File: config.mk
export PLATFORM = sky130hd
export DESIGN_NAME = lab5_divider_toplevel_flat
export DESIGN_NICKNAME = d
export VERILOG_FILES = /design/src/rtl/lab5_divider_toplevel_if.sv /design/src/rtl/lab5_divider_toplevel.sv /design/src/flat_wrapper.sv
export SDC_FILE = /design/constraint.sdc
export NUM_CORES = 1
export LEC_CHECK = 0
export CAP_MARGIN = 20
export CORE_MARGIN = 2
export CORE_UTILIZATION = 30
export CTS_CLUSTER_SIZE = 20
export DETAILED_ROUTE_END_ITERATION = 10
export PLACE_DENSITY_LB_ADDON = 0.05
export SYNTH_ARGS = -nofsm -noshare
export SYNTH_HDL_FRONTEND = slang
export SYNTH_SLANG_ARGS = --single-unit
File: constraint.sdc
create_clock -name Clk -period 3.55 [get_ports Clk]
set_clock_uncertainty 0.1 [all_clocks]
set_input_delay 0.5325 -clock Clk [delete_from_list [all_inputs] [get_ports Clk]]
set_output_delay 0.5325 -clock Clk [all_outputs]
set_load 0.01 [all_outputs]
File: src/rtl/lab5_divider_toplevel_if.sv
// Board-side bundle of the lab5 divider: load/run controls, switches, register views and hex displays.
interface lab5_divider_toplevel_if;
  logic       ClearA_LoadB;
  logic       Run;
  logic [7:0] SW;
  logic [7:0] Aval;
  logic [7:0] Bval;
  logic       Busy;
  logic       Done;
  logic       DivZero;
  logic [6:0] AhexL;
  logic [6:0] AhexU;
  logic [6:0] BhexL;
  logic [6:0] BhexU;

  modport master (
    output ClearA_LoadB, Run, SW,
    input  Aval, Bval, Busy, Done, DivZero, AhexL, AhexU, BhexL, BhexU
  );

  modport slave (
    input  ClearA_LoadB, Run, SW,
    output Aval, Bval, Busy, Done, DivZero, AhexL, AhexU, BhexL, BhexU
  );
endinterface

File: src/rtl/lab5_divider_toplevel.sv
// Iterative restoring divider: Q holds the dividend and becomes the quotient, A becomes the remainder.
// Define LAB5_DIVIDER_SIGNED_EN for two's-complement operands (adds a FIXUP sign-correction state).
//
// state | meaning
// IDLE  | load dividend (ClearA_LoadB) or latch divisor and start (Run)
// START | divide-by-zero check; signed build takes operand magnitudes
// SHIFT | shift {A,Q} left by one
// SUB   | trial subtract of D from A, set quotient bit
// FIXUP | (signed build) apply quotient/remainder signs
// DONE  | hold result until Run is released
module lab5_divider_toplevel #(
  parameter int WIDTH = 8
) (
  input  logic                    Clk,
  input  logic                    Reset,
  lab5_divider_toplevel_if.slave  bus
);

  localparam int CW = $clog2(WIDTH);

  typedef enum logic [2:0] {
    IDLE,
    START,
    SHIFT,
    SUB,
`ifdef LAB5_DIVIDER_SIGNED_EN
    FIXUP,
`endif
    DONE
  } state_t;

`ifdef LAB5_DIVIDER_SIGNED_EN
  localparam state_t LAST = FIXUP;
`else
  localparam state_t LAST = DONE;
`endif

  state_t state, state_next;

  logic [WIDTH-1:0] a_reg, q_reg, d_reg;
  logic [CW-1:0]    count;
  logic             carry;
  logic             div_zero;
  logic [WIDTH:0]   diff;

`ifdef LAB5_DIVIDER_SIGNED_EN
  logic neg_q, neg_r;
`endif

  // carry holds the bit shifted out of A[MSB]; with it set the subtract can never borrow
  assign diff = {carry, a_reg} - {1'b0, d_reg};

  always_ff @(posedge Clk or negedge Reset) begin
    if (!Reset) state <= IDLE;
    else        state <= state_next;
  end

  always_comb begin
    state_next = state;
    case (state)
      IDLE:    if (!bus.ClearA_LoadB && bus.Run) state_next = START;
      START:   state_next = (d_reg == '0) ? DONE : SHIFT;
      SHIFT:   state_next = SUB;
      SUB:     state_next = (count == CW'(WIDTH-1)) ? LAST : SHIFT;
`ifdef LAB5_DIVIDER_SIGNED_EN
      FIXUP:   state_next = DONE;
`endif
      DONE:    if (!bus.Run) state_next = IDLE;
      default: state_next = IDLE;
    endcase
  end

  always_ff @(posedge Clk or negedge Reset) begin
    if (!Reset) begin
      a_reg    <= '0;
      q_reg    <= '0;
      d_reg    <= '0;
      count    <= '0;
      carry    <= 1'b0;
      div_zero <= 1'b0;
`ifdef LAB5_DIVIDER_SIGNED_EN
      neg_q    <= 1'b0;
      neg_r    <= 1'b0;
`endif
    end else begin
      case (state)
        IDLE: begin
          if (bus.ClearA_LoadB) begin
            a_reg    <= '0;
            q_reg    <= bus.SW;
            div_zero <= 1'b0;
          end else if (bus.Run) begin
            d_reg <= bus.SW;
            count <= '0;
          end
        end
        START: begin
          if (d_reg == '0) begin
            div_zero <= 1'b1;
            q_reg    <= '1;
            a_reg    <= q_reg;
          end else begin
            // a fresh division always starts from an empty partial remainder
            a_reg <= '0;
            carry <= 1'b0;
`ifdef LAB5_DIVIDER_SIGNED_EN
            neg_q <= q_reg[WIDTH-1] ^ d_reg[WIDTH-1];
            neg_r <= q_reg[WIDTH-1];
            q_reg <= q_reg[WIDTH-1] ? -q_reg : q_reg;
            d_reg <= d_reg[WIDTH-1] ? -d_reg : d_reg;
`endif
          end
        end
        SHIFT: {carry, a_reg, q_reg} <= {a_reg, q_reg, 1'b0};
        SUB: begin
          if (!diff[WIDTH]) begin
            a_reg    <= diff[WIDTH-1:0];
            q_reg[0] <= 1'b1;
          end
          count <= count + CW'(1);
        end
`ifdef LAB5_DIVIDER_SIGNED_EN
        FIXUP: begin
          if (neg_q) q_reg <= -q_reg;
          if (neg_r) a_reg <= -a_reg;
        end
`endif
        default: ;
      endcase
    end
  end

  function automatic logic [6:0] hex7(input logic [3:0] n);
    logic [6:0] seg;
    seg = 7'h7F;
    case (n)
      4'h0: seg = 7'h40;
      4'h1: seg = 7'h79;
      4'h2: seg = 7'h24;
      4'h3: seg = 7'h30;
      4'h4: seg = 7'h19;
      4'h5: seg = 7'h12;
      4'h6: seg = 7'h02;
      4'h7: seg = 7'h78;
      4'h8: seg = 7'h00;
      4'h9: seg = 7'h10;
      4'hA: seg = 7'h08;
      4'hB: seg = 7'h03;
      4'hC: seg = 7'h46;
      4'hD: seg = 7'h21;
      4'hE: seg = 7'h06;
      4'hF: seg = 7'h0E;
      default: seg = 7'h7F;
    endcase
    return seg;
  endfunction

  assign bus.Aval    = a_reg;
  assign bus.Bval    = q_reg;
  assign bus.Busy    = (state == START) || (state == SHIFT) || (state == SUB);
  assign bus.Done    = (state == DONE);
  assign bus.DivZero = div_zero;
  assign bus.AhexL   = hex7(a_reg[3:0]);
  assign bus.AhexU   = hex7(a_reg[7:4]);
  assign bus.BhexL   = hex7(q_reg[3:0]);
  assign bus.BhexU   = hex7(q_reg[7:4]);

endmodule

File: src/flat_wrapper.sv
// flat-port wrapper written by rule: the top's interface ports become plain ports
module lab5_divider_toplevel_flat 
#(
  parameter int WIDTH = 8
)
  (Clk, Reset, bus_ClearA_LoadB, bus_Run, bus_SW, bus_Aval, bus_Bval, bus_Busy, bus_Done, bus_DivZero, bus_AhexL, bus_AhexU, bus_BhexL, bus_BhexU);
  lab5_divider_toplevel_if bus_i ();
  input  logic Clk;
  input  logic Reset;
  input wire logic [$bits(bus_i.ClearA_LoadB)-1:0] bus_ClearA_LoadB;
  input wire logic [$bits(bus_i.Run)-1:0] bus_Run;
  input wire logic [$bits(bus_i.SW)-1:0] bus_SW;
  output wire logic [$bits(bus_i.Aval)-1:0] bus_Aval;
  output wire logic [$bits(bus_i.Bval)-1:0] bus_Bval;
  output wire logic [$bits(bus_i.Busy)-1:0] bus_Busy;
  output wire logic [$bits(bus_i.Done)-1:0] bus_Done;
  output wire logic [$bits(bus_i.DivZero)-1:0] bus_DivZero;
  output wire logic [$bits(bus_i.AhexL)-1:0] bus_AhexL;
  output wire logic [$bits(bus_i.AhexU)-1:0] bus_AhexU;
  output wire logic [$bits(bus_i.BhexL)-1:0] bus_BhexL;
  output wire logic [$bits(bus_i.BhexU)-1:0] bus_BhexU;
  assign bus_i.ClearA_LoadB = bus_ClearA_LoadB;
  assign bus_i.Run = bus_Run;
  assign bus_i.SW = bus_SW;
  assign bus_Aval = bus_i.Aval;
  assign bus_Bval = bus_i.Bval;
  assign bus_Busy = bus_i.Busy;
  assign bus_Done = bus_i.Done;
  assign bus_DivZero = bus_i.DivZero;
  assign bus_AhexL = bus_i.AhexL;
  assign bus_AhexU = bus_i.AhexU;
  assign bus_BhexL = bus_i.BhexL;
  assign bus_BhexU = bus_i.BhexU;
  lab5_divider_toplevel #(.WIDTH(WIDTH)) u_core (.Clk(Clk), .Reset(Reset), .bus(bus_i));
endmodule
==> metrics.log <==
INFO  metric multi_input_area = 1960 sq um
INFO  metric dominant_cell_by_count_in_the_synthesized_netlist = sky130_fd_sc_hd__ha_1
INFO  metric timing.setup.critical_path_class = reg -> reg
INFO  metric ioPinCount = 59
INFO  metric max_slew_margin = 0.474
INFO  metric router_iterations_before_antenna_repair = 4
INFO  metric share_of_synthesized_area_occupied_by_flip_flops_and_latches = 0.274
INFO  metric r2r-end = u_core.bus.Aval[2]
INFO  metric totalWireLength = 7990 microns
INFO  metric rows = 36
INFO  metric synth-edff-count = 0
INFO  metric floorplan.die.height = 103 microns
INFO  metric synth_area_leaders = sky130_fd_sc_hd__dfrtp_1 27%, sky130_fd_sc_hd__ha_1 15%, sky130_fd_sc_hd__mux2i_1 7.2%
INFO  metric ant_nets_after_route = 0
INFO  metric yosys_warn_count = 0
INFO  metric cts_buffer_depth = 2
INFO  metric nNetsFinal = 423
INFO  metric vdd_drop_max = 0.381 mV
INFO  metric post-route-min-period = 3.19 ns
INFO  metric cts_tree = done
INFO  metric fin_util = 0.392
INFO  metric dr_total_vias = 2659
INFO  metric ctsHtreeMaxLevel = 2
INFO  metric report.power.total = 4.27 mW
INFO  metric die_area = 10500 sq um
INFO  metric synth.avg_cell_area = 9.16 sq um
INFO  metric grt_setup_unrepaired = no
INFO  metric hold_start = u_core.bus.DivZero
INFO  metric crit_path_start_kind = register
INFO  metric setup_viol_count_final = 0
INFO  metric finalHoldViolations = 0
INFO  metric synth_fp_nets = 366
INFO  metric power.density = 1130 nW/um^2
INFO  metric fmax = 313 MHz
INFO  metric finalWeightedCongestion = 0.793
INFO  metric post_synth_num_cell_types = 58
INFO  metric yosysTopAreaCellShare = 0.274
INFO  metric drt_iter0_markers = 152
INFO  metric area.sequential = 801 sq um
INFO  metric min_path_type = reg -> reg
INFO  metric worst-endpoint-arrival = 3.29 ns
INFO  metric finalMaxSlewViolations = 0
INFO  metric r2r_cells = 10
INFO  metric first_pass_grt_wire_length = 13300 microns
INFO  metric tritoncts.num_buffers = 5
INFO  metric post-dp-hpwl = 6030 microns
INFO  metric clk_pin_slew_worst_paths = 0.07 ns
INFO  metric chipWidth = 103 microns
INFO  metric antenna_cells_inserted = 0
INFO  metric timing.critical_path.required = 3.65 ns
INFO  metric postCtsHoldBufs = 0
INFO  metric critical_path.startpoint = u_core.bus.Aval[0]
INFO  metric grt_start_max_net_pins = 33
INFO  metric endpoint_kind = register
INFO  metric grt_overflow_total = 0
INFO  metric yosys.area.top_type = sky130_fd_sc_hd__dfrtp_1
INFO  metric fillerInstances = 1001
INFO  metric initial_antenna_violation_count = 0
INFO  metric vias_per_cell = 5.21
INFO  metric wl_per_cell = 15.7 microns
INFO  metric ys.flop_type = sky130_fd_sc_hd__dfrtp_1
INFO  metric worst_slew_pin_slew = 0.785 ns
INFO  metric power.static_leakage = 1.65 nW
INFO  metric ys_async_sr_fraction = 1.00
INFO  metric reg2reg_slack = 0.36 ns
INFO  metric cts-resized-gates = 0
INFO  metric ys_seq_elements = 32
INFO  metric final-instance-count-excl-fill = 510
INFO  metric start_util = 0.305
INFO  metric number_of_sinks_on_the_clock_net = 32
INFO  metric area_delta_synth_final = 28.7%
INFO  metric drive_gt1_frac = 0.101
INFO  metric result_of_the_run = complete, no violations
INFO  metric count_of_buffers_from_port_buffering = 58
INFO  metric maxCapViolations = 0
INFO  metric drc = 0
INFO  metric grt_pass1_vias = 2591
INFO  metric cell_count_post_placement = 502
INFO  metric cp_max_fo = 7
INFO  metric netlist_instances = 319
INFO  metric clock_latency = 0.29 ns
INFO  metric globalRouteTotalUtil = 0.159
INFO  metric design.core.area = 9590 sq um
INFO  metric clock-root-buffer = sky130_fd_sc_hd__clkbuf_8
INFO  metric worstHoldEndpoint = u_core.bus.DivZero
INFO  metric fin_crit_sh = 0.899
INFO  metric worstHoldPathCells = 1
INFO  metric preCtsSetupSlack = 0.374 ns
INFO  metric synth.cell_area = 2920 sq um
INFO  metric post-cts-setup-buffer-count = 0
INFO  metric final.setup.worst_slack = 0.358 ns
INFO  metric totalNegativeSetupSlack = 0 ns
INFO  metric worst_r2r_startpoint = u_core.bus.Aval[0]
INFO  metric synth.top_cells.by_count = 34 x sky130_fd_sc_hd__ha_1, 32 x sky130_fd_sc_hd__dfrtp_1, 29 x sky130_fd_sc_hd__inv_1, 22 x sky130_fd_sc_hd__nor2_1, 21 x sky130_fd_sc_hd__mux2i_1
## layer usage
metal  vias to the layer above  routed length, microns  track usage
met5                         -                       0            0
met4                         0                      43       0.0287
met3                         4                     323       0.0251
met2                        69                    3720        0.256
met1                      1287                    3900        0.227
li1                       1299                       -            -
## metrics by stage
step	cell area, sq um	hold WS, ns
floorplan	2920	0.137
global placement	3650	0.364
detailed placement	3650	0.370
CTS	3760	0.387
global route	3760	0.411
finish	3760	0.380
## cells by family after synthesis
logic type               Yosys count  share of synthesized area
AO/OA/AOI/OAI                     88                      0.211
AND/OR/NAND/NOR                   85                      0.158
buffers and inverters             42                     0.0539
multiplexers                      35                      0.144
adder cells (fa/ha/maj)           35                      0.152
flip-flops                        32                      0.274
XOR/XNOR                           2                    0.00599
## area by class of cell
class | instances | area share
Sequential cell | 32 | 0.213
Tap cell | 133 | 0.0442
Multi-Input combinational cell | 245 | 0.522
Clock buffer | 6 | 0.0193
Timing Repair Buffer | 62 | 0.162
Inverter | 30 | 0.0299
Clock inverter | 2 | 0.00931
## power breakdown
group | internal (mW) | switching [mW] | total (mW)
combinational | 1.61 | 1.44 | 3.04
sequential | 0.541 | 0.340 | 0.881
clock | 0.208 | 0.137 | 0.345
total | 2.36 | 1.92 | 4.27
## worst max-delay path: stages, from the launching register on
cell	delay, ns
sky130_fd_sc_hd__dfrtp_1	0.46
sky130_fd_sc_hd__inv_1	0.24
sky130_fd_sc_hd__ha_1	0.21
sky130_fd_sc_hd__inv_1	0.05
sky130_fd_sc_hd__fa_1	0.42
sky130_fd_sc_hd__a211o_1	0.31
sky130_fd_sc_hd__and3_4	0.16
sky130_fd_sc_hd__o2111a_2	0.28
sky130_fd_sc_hd__nor4_4	0.47
sky130_fd_sc_hd__buf_4	0.23
sky130_fd_sc_hd__mux2i_1	0.18
## cells in the final DEF, fill, tap and decap left out, types with 2 or more instances in the layout
master | netlist | layout
sky130_fd_sc_hd__a211o_1 | 2 | 2
sky130_fd_sc_hd__a211oi_1 | 2 | 2
sky130_fd_sc_hd__a21oi_1 | 13 | 13
sky130_fd_sc_hd__a221oi_1 | 2 | 2
sky130_fd_sc_hd__a222oi_1 | 3 | 3
sky130_fd_sc_hd__a22o_1 | 4 | 4
sky130_fd_sc_hd__a22oi_1 | 2 | 2
sky130_fd_sc_hd__and3_1 | 2 | 2
sky130_fd_sc_hd__buf_4 | 0 | 4
sky130_fd_sc_hd__clkbuf_8 | 0 | 5
sky130_fd_sc_hd__clkdlybuf4s50_1 | 0 | 58
sky130_fd_sc_hd__dfrtp_1 | 32 | 32
sky130_fd_sc_hd__ha_1 | 34 | 34
sky130_fd_sc_hd__inv_1 | 29 | 29
sky130_fd_sc_hd__mux2_2 | 8 | 8
sky130_fd_sc_hd__mux2_4 | 2 | 2
sky130_fd_sc_hd__mux2i_1 | 21 | 21
sky130_fd_sc_hd__mux4_2 | 4 | 4
sky130_fd_sc_hd__nand2_1 | 11 | 11
sky130_fd_sc_hd__nand2b_1 | 5 | 5
sky130_fd_sc_hd__nand3_1 | 10 | 10
sky130_fd_sc_hd__nand3b_1 | 2 | 2
sky130_fd_sc_hd__nor2_1 | 22 | 22
sky130_fd_sc_hd__nor2b_1 | 7 | 7
sky130_fd_sc_hd__nor3_1 | 7 | 7
sky130_fd_sc_hd__o211ai_1 | 4 | 4
sky130_fd_sc_hd__o21a_1 | 4 | 4
sky130_fd_sc_hd__o21ai_0 | 16 | 16
sky130_fd_sc_hd__o22ai_1 | 11 | 11
sky130_fd_sc_hd__o2bb2ai_1 | 2 | 2
sky130_fd_sc_hd__o31a_1 | 2 | 2
sky130_fd_sc_hd__o31ai_1 | 8 | 8
sky130_fd_sc_hd__o32ai_1 | 2 | 2
sky130_fd_sc_hd__or2_2 | 4 | 4
sky130_fd_sc_hd__or3_1 | 4 | 4
sky130_fd_sc_hd__or4_1 | 3 | 3
## how the worst max path moves through the flow
stage	cells past startpoint	endpoint	slack, ns
6_report	10	u_core.bus.Aval[2]	0.36
2_1_floorplan	9	u_core.bus.Aval[6]	0.51
4_1_cts	10	u_core.bus.Aval[2]	0.35
5_1_grt	10	u_core.bus.Aval[2]	0.14
3_5_place_dp	10	u_core.bus.Aval[2]	0.37
3_3_place_gp	10	u_core.bus.Aval[2]	0.45
Power figures use the tool's default switching activity.
